## config.mk

```make
export PLATFORM = sky130hd
export DESIGN_NAME = qsfp_i2c_target
export DESIGN_NICKNAME = d
export VERILOG_FILES = /design/src/rtl/qsfp_i2c_target.sv
export SDC_FILE = /design/constraint.sdc
export NUM_CORES = 1
export LEC_CHECK = 0
export BUFFER_PORTS_ARGS = -buffer_cell sky130_fd_sc_hd__buf_2
export CAP_MARGIN = 10
export CORE_UTILIZATION = 53
export CTS_CLUSTER_SIZE = 14
export DETAILED_ROUTE_END_ITERATION = 10
export GPL_ROUTABILITY_DRIVEN = 0
export PLACE_DENSITY = 0.83
export SKIP_LAST_GASP = 1
export SLEW_MARGIN = 20
export SYNTH_ARGS = -nofsm -noshare
export SYNTH_HDL_FRONTEND = slang
export SYNTH_SLANG_ARGS = --single-unit
```

## constraint.sdc

```tcl
create_clock -name clk -period 2.11 [get_ports clk]
set_input_delay 0.633 -clock clk [delete_from_list [all_inputs] [get_ports clk]]
set_output_delay 0.633 -clock clk [all_outputs]
set_load 0.01 [all_outputs]
```

## src/rtl/qsfp_i2c_target.sv

```systemverilog
// rtl/qsfp_i2c_target.sv - QSFP management I2C target (EEPROM model) driving a 256x8 memory port
module qsfp_i2c_target #(
    parameter logic [6:0] DEV_ADDR = 7'h50,
    parameter int         HOLD_CYC = 4
) (
    input  logic       clk,
    input  logic       rst_n,
    input  logic       scl_i,
    input  logic       sda_i,
    output logic       sda_oe,
    output logic [7:0] mem_addr,
    output logic       mem_wr,
    output logic [7:0] mem_wdata,
    input  logic [7:0] mem_rdata,
    output logic       busy
);

    localparam int HW = $clog2(HOLD_CYC + 1);

    typedef enum logic [3:0] {
        ST_IDLE, ST_ADDR, ST_ADDR_ACK, ST_REG, ST_REG_ACK,
        ST_WDATA, ST_WR_ACK, ST_RDATA, ST_RD_ACK, ST_IGNORE
    } state_t;

    state_t          state_q, state_d;
    logic [2:0]      scl_sync_q, sda_sync_q;
    logic [2:0]      cnt_q, cnt_d;
    logic [1:0]      phase_q, phase_d;
    logic [7:0]      shift_q, shift_d;
    logic [7:0]      ptr_q, ptr_d;
    logic            wr_q, wr_d;
    logic [7:0]      wdata_q, wdata_d;
    logic            oe_q, oe_d;
    logic            pend_q, pend_d;
    logic            pval_q, pval_d;
    logic [HW-1:0]   hold_q, hold_d;
    logic            sched, sched_val;

    // [1] is the synchronized level, [2] the one-clock-older copy used for edge detection
    logic scl_now, scl_prev, sda_now, sda_prev;
    logic scl_rise, scl_fall, start_det, stop_det;
    logic [7:0] byte_in;
    logic addr_match;

    assign scl_now    = scl_sync_q[1];
    assign scl_prev   = scl_sync_q[2];
    assign sda_now    = sda_sync_q[1];
    assign sda_prev   = sda_sync_q[2];
    assign scl_rise   = scl_now & ~scl_prev;
    assign scl_fall   = ~scl_now & scl_prev;
    assign start_det  = scl_now & scl_prev & sda_prev & ~sda_now;
    assign stop_det   = scl_now & scl_prev & ~sda_prev & sda_now;
    assign byte_in    = {shift_q[6:0], sda_now};
    assign addr_match = (byte_in[7:1] == DEV_ADDR) && (byte_in[7:1] != 7'h00);

    assign sda_oe    = oe_q;
    assign mem_addr  = ptr_q;
    assign mem_wr    = wr_q;
    assign mem_wdata = wdata_q;
    assign busy      = (state_q != ST_IDLE);

    always_ff @(posedge clk or negedge rst_n) begin
        if (!rst_n) begin
            scl_sync_q <= 3'b111;
            sda_sync_q <= 3'b111;
            state_q    <= ST_IDLE;
            cnt_q      <= 3'd0;
            phase_q    <= 2'd0;
            shift_q    <= 8'h00;
            ptr_q      <= 8'h00;
            wr_q       <= 1'b0;
            wdata_q    <= 8'h00;
            oe_q       <= 1'b0;
            pend_q     <= 1'b0;
            pval_q     <= 1'b0;
            hold_q     <= '0;
        end else begin
            scl_sync_q <= {scl_sync_q[1:0], scl_i};
            sda_sync_q <= {sda_sync_q[1:0], sda_i};
            state_q    <= state_d;
            cnt_q      <= cnt_d;
            phase_q    <= phase_d;
            shift_q    <= shift_d;
            ptr_q      <= ptr_d;
            wr_q       <= wr_d;
            wdata_q    <= wdata_d;
            oe_q       <= oe_d;
            pend_q     <= pend_d;
            pval_q     <= pval_d;
            hold_q     <= hold_d;
        end
    end

    always_comb begin
        state_d   = state_q;
        cnt_d     = cnt_q;
        phase_d   = phase_q;
        shift_d   = shift_q;
        ptr_d     = ptr_q;
        wr_d      = 1'b0;
        wdata_d   = wdata_q;
        oe_d      = oe_q;
        pend_d    = pend_q;
        pval_d    = pval_q;
        hold_d    = hold_q;
        sched     = 1'b0;
        sched_val = 1'b0;

        // Pointer advances the clock after the strobe so mem_addr is stable while mem_wr is high
        if (wr_q) ptr_d = ptr_q + 8'd1;

        if (pend_q) begin
            if (hold_q == HW'(1)) begin
                oe_d   = pval_q;
                pend_d = 1'b0;
            end else begin
                hold_d = hold_q - HW'(1);
            end
        end

        if (start_det) begin
            state_d = ST_ADDR;
            cnt_d   = 3'd0;
            oe_d    = 1'b0;
            pend_d  = 1'b0;
        end else if (stop_det) begin
            state_d = ST_IDLE;
            oe_d    = 1'b0;
            pend_d  = 1'b0;
        end else begin
            case (state_q)
                ST_IDLE: ;
                ST_ADDR: if (scl_rise) begin
                    shift_d = byte_in;
                    cnt_d   = cnt_q + 3'd1;
                    if (cnt_q == 3'd7) begin
                        phase_d = 2'd0;
                        state_d = addr_match ? ST_ADDR_ACK : ST_IGNORE;
                    end
                end
                // ACK slots: phase 0 waits for the fall that opens the slot, phase 1 for the one closing it
                ST_ADDR_ACK: if (scl_fall) begin
                    sched = 1'b1;
                    if (phase_q == 2'd0) begin
                        sched_val = 1'b1;
                        phase_d   = 2'd1;
                    end else begin
                        cnt_d = 3'd0;
                        if (shift_q[0]) begin
                            shift_d   = mem_rdata;
                            sched_val = ~mem_rdata[7];
                            state_d   = ST_RDATA;
                        end else begin
                            state_d   = ST_REG;
                        end
                    end
                end
                ST_REG: if (scl_rise) begin
                    shift_d = byte_in;
                    cnt_d   = cnt_q + 3'd1;
                    if (cnt_q == 3'd7) begin
                        ptr_d   = byte_in;
                        phase_d = 2'd0;
                        state_d = ST_REG_ACK;
                    end
                end
                ST_REG_ACK, ST_WR_ACK: if (scl_fall) begin
                    sched = 1'b1;
                    if (phase_q == 2'd0) begin
                        sched_val = 1'b1;
                        phase_d   = 2'd1;
                    end else begin
                        cnt_d   = 3'd0;
                        state_d = ST_WDATA;
                    end
                end
                ST_WDATA: if (scl_rise) begin
                    shift_d = byte_in;
                    cnt_d   = cnt_q + 3'd1;
                    if (cnt_q == 3'd7) begin
                        wr_d    = 1'b1;
                        wdata_d = byte_in;
                        phase_d = 2'd0;
                        state_d = ST_WR_ACK;
                    end
                end
                ST_RDATA: begin
                    if (scl_rise) begin
                        shift_d = {shift_q[6:0], 1'b0};
                        cnt_d   = cnt_q + 3'd1;
                        if (cnt_q == 3'd7) begin
                            phase_d = 2'd0;
                            state_d = ST_RD_ACK;
                        end
                    end else if (scl_fall) begin
                        sched     = 1'b1;
                        sched_val = ~shift_q[7];
                    end
                end
                // Phase 0: release SDA; 1: sample controller ACK; 2: reload the next byte
                ST_RD_ACK: begin
                    if (scl_fall && phase_q == 2'd0) begin
                        sched   = 1'b1;
                        phase_d = 2'd1;
                    end else if (scl_rise && phase_q == 2'd1) begin
                        ptr_d = ptr_q + 8'd1;
                        if (!sda_now) phase_d = 2'd2;
                        else          state_d = ST_IGNORE;
                    end else if (scl_fall && phase_q == 2'd2) begin
                        shift_d   = mem_rdata;
                        sched     = 1'b1;
                        sched_val = ~mem_rdata[7];
                        cnt_d     = 3'd0;
                        state_d   = ST_RDATA;
                    end
                end
                ST_IGNORE: oe_d = 1'b0;
                default:   state_d = ST_IDLE;
            endcase
        end

        if (sched) begin
            pend_d = 1'b1;
            pval_d = sched_val;
            hold_d = HW'(HOLD_CYC);
        end
    end

endmodule

```

==> flow_summary.json, run 1 <==
{
  "status": "finished with violations",
  "violations": "setup timing",
  "crit_chain": "buf_6 > or4_4 > buf_6",
  "cpPeakStageDelay_ps": 540,
  "r2r-end": "shift_q[2]",
  "drt_iter0_drc": 182,
  "rrSetupSlack_ps": 10,
  "crit-reg2reg-launch": "state_q[0]",
  "firstDrtPassIters": 4,
  "antenna_found_initial": 0,
  "die_h_um": 73.3,
  "setup_viol": 1,
  "clk_pin_slew_ps": 80,
  "ios": 31,
  "grt_max_degree": 28,
  "cts_hold_buf": 0,
  "reg2reg_depth": 6,
  "io_buffers": 30,
  "leakage_nw": 1.51,
  "p_sw_share_pct": 33.6,
  "synthArstFlopShare_pct": 100,
  "power_density_mw_per_mm2": 711,
  "synth_area_mm2": 0.00269,
  "cp-end-kind": "output pin",
  "dp.cells": 368,
  "fillers": 373,
  "hpwl_mm": 4.84,
  "nNetsFinal": 335,
  "synth_area_leaders": "dfrtp_1 37%, dfstp_2 5.9%, nor2_1 3.5%",
  "cts_tree": "built",
  "peakVddDrop_v": 0.000433,
  "synth_seq_cells": 46,
  "grt_use_total_pct": 26.4,
  "htreeDepth": 2,
  "worstPathArrival_ps": 1500,
  "crit_required_ps": 1480,
  "path_max_fanout": 4,
  "fin_skew_ps": 6.53,
  "vias_per_cell": 6.01,
  "wl_per_cell_um": 17.2,
  "fmax_mhz": 470,
  "cts-root-buf": "clkbuf_8",
  "avgSynthCellArea_um2": 10.3,
  "drc": 0,
  "drive_above_1_share_pct": 30.7,
  "first_global_vias": 2211,
  "worst_pin_slew_ps": 578,
  "synth.top_cell.area_share_pct": 37.2,
  "cp-start-kind": "flop",
  "wl_mm": 6.64,
  "synth_top_area_cell": "dfrtp_1",
  "final.period_utilization_pct": 101,
  "final.min_clock_period_ps": 2130,
  "grt_pass1_wl_mm": 10.7,
  "ctsLongestPathBuffers": 2,
  "synth_edf_count": 0,
  "seq_area_mm2": 0.00116,
  "p_int_mw": 1.54,
  "hold_viol": 0,
  "syn_nets": 278,
  "syn_to_final_growth_pct": 20.7,
  "multi_input_area_mm2": 0.00147,
  "dr_total_vias": 2319,
  "crit_buf_inv": 2,
  "slew_viol_final": 0,
  "hold_class": "in2async",
  "die-area_mm2": 0.00537,
  "fp.dieW_um": 73.3,
  "final_cell_mix": "40 x dfrtp_1, 29 x buf_2, 27 x buf_4",
  "layout_setup_ws_ps": -19.9,
  "power_frac_comb_pct": 29.2,
  "initial_core_util_pct": 55.9,
  "cts_buffers": 5,
  "diodes": 0,
  "ys_seq_area_share_pct": 43.0,
  "synth-main-ff-cell": "dfrtp_1",
  "p_seq_share_pct": 47.9,
  "fin_util_pct": 67.5,
  "synth_cell_type_count": 62,
  "ant_nets": 0,
  "rsz0062_at_grt": "yes",
  "rows": 25,
  "power.switching_mw": 0.777,
  "clock_latency_ps": 300,
  "max_slew_margin_pct": 61.4,
  "layout_commonest_cell": "dfrtp_1",
  "grt_overflow": 0,
  "critPathTopFamily": "simple AND/OR/NAND/NOR gates",
  "core_area_mm2": 0.00482,
  "max_cap_viol_count": 0,
  "cp_slowest_cell": "or4_4",
  "clock_sinks": 46,
  "p_clk_share_pct": 22.9,
  "syn_inst": 261,
  "synth-warning-count": 0,
  "crit_type": "reg2out",
  "layoutNonFillerInstCount": 386,
  "crit_top_cell": "buf_6"
}
[power by group through the flow]
stage          Combinational [mW]  Clock (mW)  Sequential (mW)
5_1_grt                     0.738       0.555             1.12
4_1_cts                     0.637       0.534             1.10
6_report                    0.676       0.529             1.11
3_5_place_dp                0.604           0             1.12
3_3_place_gp                0.589           0             1.11
2_1_floorplan               0.422           0             1.08
[cells by family after synthesis]
kind of cell,after synthesis,synth area share [%]
AO/OA/AOI/OAI,74,22.2
XOR/XNOR,6,1.95
adder cells (fa/ha/maj),5,2.32
buffers and inverters,22,3.90
flip-flops,46,43.0
multiplexers,15,6.55
AND/OR/NAND/NOR,93,20.1
[flip-flops by register name, indices dropped and copies added (netlist names), 2 cells and up]
name        flops
mem_wdata       8
hold_q          3
scl_sync_q      3
state_q         4
sda_sync_q      3
phase_q         2
cnt_q           3
shift_q         8
mem_addr        8
[worst register-to-register path, stage by stage, from the launching register on]
cell	delay, ps
dfrtp_1	400
buf_6	120
or4b_4	570
o311ai_4	250
o21ai_2	120
nor2_4	200
mux2_4	320
[layout make-up]
type / instances / share of cell area (%)
Inverter: 10 / 1.15
Tap cell: 67 / 2.58
Timing Repair Buffer: 62 / 13.0
Sequential cell: 46 / 35.6
Clock buffer: 8 / 2.46
Multi-Input combinational cell: 193 / 45.1
[synth_stat cells (2+ instances only)]
| library cell | number |
|---|---|
| nand2b_1 | 8 |
| a22o_1 | 5 |
| mux2_4 | 4 |
| nand3b_1 | 2 |
| nand4bb_1 | 2 |
| a221oi_1 | 2 |
| o22ai_1 | 2 |
| a21o_1 | 4 |
| a311oi_1 | 3 |
| o221ai_1 | 5 |
| ha_1 | 5 |
| buf_6 | 2 |
| xor2_1 | 3 |
| o31ai_1 | 2 |
| a32o_1 | 3 |
| a22oi_1 | 2 |
| o21ai_0 | 9 |
| xnor2_1 | 3 |
| mux2_2 | 2 |
| or4b_1 | 2 |
| clkbuf_1 | 8 |
| or4b_4 | 2 |
| o32a_1 | 2 |
| nor2_1 | 25 |
| o21a_1 | 2 |
| a31oi_1 | 2 |
| dfrtp_1 | 40 |
| nand2_1 | 19 |
| and4bb_2 | 2 |
| a2111oi_0 | 2 |
| nor2b_1 | 3 |
| a211oi_1 | 4 |
| nand3_1 | 12 |
| nor3_1 | 7 |
| inv_1 | 10 |
| a21oi_1 | 10 |
| and3_1 | 2 |
| mux2i_1 | 6 |
| o211ai_1 | 2 |
| dfstp_2 | 6 |
| mux2_1 | 3 |
| buf_4 | 2 |
[metal layers]
metal	vias up	global-route usage (%)	share of wire, %
met1	1124	34.9	43
li1	1098	-	-
met4	0	9.62	1.7
met2	85	43.5	49
met3	12	5.21	5.9
met5	-	0	0
[what timing repair did]
action / CTS / global route
setup buffers: 6 / 4
cloned: 0 / 0
gates resized for setup: 4 / 8
endpoints found under the hold margin: 0 / 0
pin swaps: 2 / 3
setup endpoints to repair: 1 / 14
[through the flow]
| stage | setup TNS [ps] | hold WS (ps) | area [um2] | power [mW] | setup slack [ps] |
|---|---|---|---|---|---|
| 3_3_place_gp | 0 | 345 | 3040 | 1.70 | 144 |
| 2_1_floorplan | 0 | 337 | 2690 | 1.50 | 50.9 |
| 4_1_cts | -18.6 | 304 | 3180 | 2.27 | -8.66 |
| 6_report | -19.9 | 279 | 3250 | 2.31 | -19.9 |
| 3_5_place_dp | 0 | 347 | 3040 | 1.73 | 74.3 |
| 5_1_grt | -271 | 319 | 3250 | 2.41 | -45.9 |
[how the worst max path moves through the flow]
stage,startpoint,to,slack [ps],cells after the start
5_1_grt,state_q[0],shift_q[3],-50,6
3_3_place_gp,state_q[0],shift_q[2],140,5
2_1_floorplan,state_q[0],shift_q[2],50,6
3_5_place_dp,state_q[0],shift_q[3],70,5
4_1_cts,state_q[3],busy,-9,3
6_report,state_q[1],busy,-20,3
Note: power is estimated with default switching activity, not from simulation.
==> inputs of run 2 (changes only) <==
CORE_UTILIZATION = 63   (was 53)
CTS_CLUSTER_DIAMETER = 80   (was default)
PLACE_DENSITY = 0.92   (was 0.83)
clock period = 2.65 ns   (was 2.11 ns; I/O delays follow)
==> run 2 against run 1 <==
  * The run now ends clean
  * Global-route usage grew 3.8 points
  * First-iteration DRC count grew 7.7%
  * Die area shrank 15%
  * Total power shrank 19%
  * Setup slack gained 220 ps
  * Clock skew shrank 3.5 ps
  * Sequential power shrank 20%
  * Non-clock buffer count shrank 24
  * Critical path depth shrank 1
  * Register-to-register slack gained 310 ps
  * Combinational power shrank 33%
  * Core utilization grew 6.7 points
  * Critical endpoint unchanged
==> flow_summary.json, run 2 (synthesis results as in run 1) <==
{
  "fp.dieW_um": 67.4,
  "hold_class": "reg2reg",
  "io_buffers": 30,
  "p_seq_share_pct": 47.6,
  "first_global_vias": 2085,
  "firstDrtPassIters": 5,
  "cp-start-kind": "flop",
  "drive_above_1_share_pct": 24.4,
  "worstPathArrival_ps": 1650,
  "max_slew_margin_pct": 54.6,
  "slew_viol_final": 0,
  "drt_iter0_drc": 196,
  "max_cap_viol_count": 0,
  "power_frac_comb_pct": 24.1,
  "antenna_found_initial": 0,
  "setup_viol": 0,
  "grt_pass1_wl_mm": 9.87,
  "clk_pin_slew_ps": 90,
  "crit_type": "reg2out",
  "diodes": 0,
  "whs_path_depth": 0,
  "fin_skew_ps": 2.99,
  "rsz0062_at_grt": "no",
  "cts_tree": "built",
  "die-area_mm2": 0.00454,
  "setup_tns_ps": 0,
  "cts_resized": 0,
  "cts-root-buf": "clkbuf_8",
  "status": "finished clean",
  "grt_use_total_pct": 30.3,
  "final_cell_mix": "40 x dfrtp_1, 30 x buf_2, 25 x nor2_1",
  "die_h_um": 67.4,
  "detailedPlace.worstSlack_ps": 366,
  "ios": 31,
  "cp-end-kind": "output pin",
  "syn_to_final_growth_pct": 11.8,
  "setup.worst_path.start": "state_q[3]",
  "wl_per_cell_um": 18.1,
  "layout_setup_ws_ps": 205,
  "hpwl_mm": 4.52,
  "dr_total_vias": 2299,
  "final.min_clock_period_ps": 2450,
  "reg2reg_depth": 5,
  "crit_required_ps": 1860,
  "core_area_mm2": 0.00406,
  "rrSetupSlack_ps": 320,
  "peakVddDrop_v": 0.000423,
  "cts_buffers": 5,
  "worst_pin_slew_ps": 679,
  "htreeDepth": 2,
  "fmax_mhz": 409,
  "fillers": 264,
  "drc": 0,
  "clock_sinks": 46,
  "path_max_fanout": 23,
  "power.switching_mw": 0.608,
  "final.period_utilization_pct": 92.3,
  "cts_hold_buf": 0,
  "grt_overflow": 0,
  "clock_latency_ps": 310,
  "r2r-end": "shift_q[7]",
  "hold_end": "scl_sync_q[1]",
  "grt_max_degree": 27,
  "p_sw_share_pct": 32.6,
  "power_density_mw_per_mm2": 619,
  "wl_mm": 6.25,
  "worstHoldStart": "scl_sync_q[0]",
  "ant_nets": 0,
  "leakage_nw": 1.36,
  "seq_area_mm2": 0.00116,
  "crit-reg2reg-launch": "state_q[3]",
  "ctsLongestPathBuffers": 2,
  "p_clk_share_pct": 28.3,
  "post_cts_buffers": 0,
  "nNetsFinal": 311,
  "p_int_mw": 1.26,
  "hold_viol": 0,
  "multi_input_area_mm2": 0.00143,
  "initial_core_util_pct": 66.4,
  "vias_per_cell": 6.66,
  "rows": 23,
  "layout_commonest_cell": "dfrtp_1"
}
## run 2: cell count changes in the layout (fill, tap and decap cells not counted), sizes merged
cell	before	now
clkinvlp	0	2
buf	62	38
bufinv	0	1
clkbuf	8	5
## run 2: per-stage QoR
stage / util [%] / area (um2) / instances / total power [mW] / hold WS [ps]
finish: 74.3 / 3010 / 345 / 1.87 / 358
global route: 74.3 / 3010 / 345 / 1.95 / 362
CTS: 74.3 / 3010 / 345 / 1.86 / 360
global placement: 71.4 / 2900 / 337 / 1.31 / 346
detailed placement: 71.4 / 2900 / 337 / 1.34 / 347
floorplan: - / 2690 / 261 / 1.20 / 345
## run 2: power by group through the flow
stage | combinational [mW] | clock [mW] | sequential [mW]
floorplan | 0.336 | 0 | 0.860
global placement | 0.420 | 0 | 0.893
detailed placement | 0.436 | 0 | 0.900
CTS | 0.444 | 0.534 | 0.886
global route | 0.491 | 0.555 | 0.905
finish | 0.450 | 0.527 | 0.889
## run 2: how the worst max path moves through the flow
stage	to	depth (start not counted)	slack, ps
finish	busy	2	200
global route	busy	2	160
CTS	busy	2	230
detailed placement	shift_q[3]	5	370
global placement	shift_q[5]	5	390
floorplan	shift_q[2]	6	590
## run 2: routing by layer
metal  global-route usage, %  vias to the layer above  share of wire [%]
met1                    39.8                     1105                 42
met4                    16.2                        0                3.1
met5                       0                        -                  0
li1                        -                     1048                  -
met2                    46.9                      124                 48
met3                    6.25                       22                7.2
## run 2: final cells by class
| class | count | area share (%) |
|---|---|---|
| multi-input cells | 193 | 47.5 |
| well taps | 50 | 2.08 |
| repair buffers | 38 | 6.98 |
| inverters | 10 | 1.25 |
| clock buffers | 5 | 2.28 |
| flip-flops and latches | 46 | 38.5 |
| clock inverters | 3 | 1.50 |
## run 2: critical path, stage by stage (launching register included)
cell     delay, ps
dfrtp_1        600
or4_1          560
buf_2          180
==> inputs of run 3 (changes only) <==
CORE_UTILIZATION = 53   (was 63)
PLACE_DENSITY = 0.83   (was 0.92)
clock period = 2 ns   (was 2.65 ns; I/O delays follow)
==> run 3 against run 2 <==
  * The flow now finishes with violations (setup timing)
  * Sequential power is 32% higher
  * Highest routed layer unchanged
  * Global-route usage down 3.2 points
  * Sequential cell count stayed put
  * Routed wire length increased by 16%
  * Clock-buffer cell count unchanged
  * Register-to-register slack got worse by 430 ps
  * Non-clock buffer count up 32
  * Sequential share of layout area decreased by 4.4 points
  * Total power grew 38%
  * Setup slack got worse by 350 ps
  * Via count rose by 6.7%
  * Combinational power is 73% higher
==> flow_summary.json, run 3 (synthesis results as in run 1) <==
{
  "grt_pass1_wl_mm": 10.9,
  "wl_met3_um": 525,
  "die_h_um": 73.3,
  "max_cap_viol_count": 0,
  "vias_per_cell": 6.22,
  "peakVddDrop_v": 0.000523,
  "final.period_utilization_pct": 107,
  "fin_util_pct": 70.7,
  "cts_tree": "built",
  "placed_area_mm2": 0.00307,
  "layout_setup_ws_ps": -141,
  "drive_above_1_share_pct": 37.3,
  "cp_slowest_cell": "or4_4",
  "grt_overflow": 0,
  "cp-start-kind": "flop",
  "crit_buf_inv": 2,
  "reg2reg_depth": 6,
  "clock_sinks": 46,
  "routed.top_layer": "met4",
  "worst_pin_slew_ps": 647,
  "hold_slack_ps": 231,
  "grt_use_total_pct": 27.0,
  "critPathTopFamily": "simple AND/OR/NAND/NOR gates",
  "drt_iter0_drc": 228,
  "core_area_mm2": 0.00482,
  "clock_latency_ps": 310,
  "io_buffers": 30,
  "firstDrtPassIters": 4,
  "multi_input_area_mm2": 0.00153,
  "crit_chain": "buf_6 > or4_4 > buf_6",
  "cp.depth": 3,
  "seq_area_mm2": 0.00116,
  "dr_total_vias": 2452,
  "ant_nets": 0,
  "syn_to_final_growth_pct": 26.5,
  "status": "finished with violations",
  "crit_type": "reg2out",
  "hpwl_mm": 4.73,
  "final.min_clock_period_ps": 2140,
  "hold_viol": 0,
  "wl_mm": 7.23,
  "cp-end-kind": "output pin",
  "nNetsFinal": 343,
  "cts_buffers": 5,
  "crit_top_cell": "buf_6",
  "r2r-end": "shift_q[2]",
  "setup_viol": 15,
  "crit_required_ps": 1400,
  "path_max_fanout": 3,
  "cts_hold_buf": 0,
  "layout_commonest_cell": "dfrtp_1",
  "first_global_vias": 2323,
  "setup.worst_path.start": "state_q[1]",
  "violations": "setup timing",
  "stdcell_area_mm2": 0.00341,
  "diodes": 0,
  "initial_core_util_pct": 55.9,
  "clk_pin_slew_ps": 100,
  "crit_end": "busy",
  "met1_length_mm": 3.04,
  "fmax_mhz": 467,
  "ios": 31,
  "wl_met2_mm": 3.48,
  "rows": 25,
  "leakage_nw": 1.57,
  "wl_per_cell_um": 18.3,
  "final_cell_mix": "40 x dfrtp_1, 31 x buf_4, 29 x buf_2",
  "die-area_mm2": 0.00537,
  "crit-reg2reg-launch": "state_q[0]",
  "fp.dieW_um": 73.3,
  "slew_viol_final": 0,
  "cts-root-buf": "clkbuf_8",
  "worstPathArrival_ps": 1540,
  "fin_skew_ps": 13.1,
  "ctsLongestPathBuffers": 2,
  "cpPeakStageDelay_ps": 550,
  "htreeDepth": 2,
  "hold_class": "in2async",
  "drc": 0,
  "grt_max_degree": 29,
  "fillers": 337,
  "rsz0062_at_grt": "yes",
  "max_slew_margin_pct": 55.7,
  "power_density_mw_per_mm2": 755,
  "rrSetupSlack_ps": -110,
  "antenna_found_initial": 0
}
## run 3: cell count changes in the layout (fill, tap and decap cells not counted), sizes merged
cell	delta
buf	+32
bufinv	-1
clkinvlp	-1
inv	+2
## run 3: metrics by stage
stage / instances / power (mW) / TNS, ps / setup WS, ps
floorplan: 261 / 1.58 / -138 / -34.6
CTS: 386 / 2.48 / -781 / -119
global placement: 372 / 1.80 / 0 / 79.6
global route: 394 / 2.69 / -1730 / -165
detailed placement: 372 / 1.83 / 0 / 38.3
finish: 394 / 2.57 / -936 / -141
## run 3: repair_timing
item                                    4_1_cts  5_1_grt
pin swaps                                     1       10
setup buffers                                 6        8
endpoints found under the setup margin        1       28
gates resized for setup                       4       29
hold endpoints to repair                      0        0
## run 3: worst min path at each step
stage                       start  slack [ps]       endpoint
finish                      rst_n         230     state_q[1]
global route                rst_n         260     state_q[2]
detailed placement  sda_sync_q[0]         350  sda_sync_q[1]
CTS                         rst_n         240     phase_q[1]
floorplan                   rst_n         300       cnt_q[0]
global placement    scl_sync_q[0]         350  scl_sync_q[1]
## run 3: cell type report
type | instances | share of cell area, %
Multi-Input combinational cell | 193 | 45.0
Sequential cell | 46 | 34.0
Timing Repair Buffer | 70 | 14.7
Tap cell | 67 | 2.46
Clock buffer | 5 | 2.02
Inverter | 10 | 1.10
Clock inverter | 3 | 0.808
## run 3: per-layer routing
| layer | GRT usage [%] | vias to the layer above |
|---|---|---|
| met5 | 0 | - |
| met4 | 10.0 | 0 |
| met3 | 5.35 | 18 |
| met2 | 43.6 | 121 |
| met1 | 36.3 | 1203 |
| li1 | - | 1110 |
## run 3: power by group
part	total [mW]	switching, mW	internal (mW)
Combinational	0.777	0.423	0.354
Sequential	1.17	0.132	1.04
Clock	0.622	0.362	0.259
## run 3: worst reg2reg max path, cell delays in order (launching register included)
cell      delay (ps)
dfrtp_1          420
buf_6            130
or4b_4           570
o311ai_4         240
o21ai_2          120
nor2_4           200
mux2_4           320
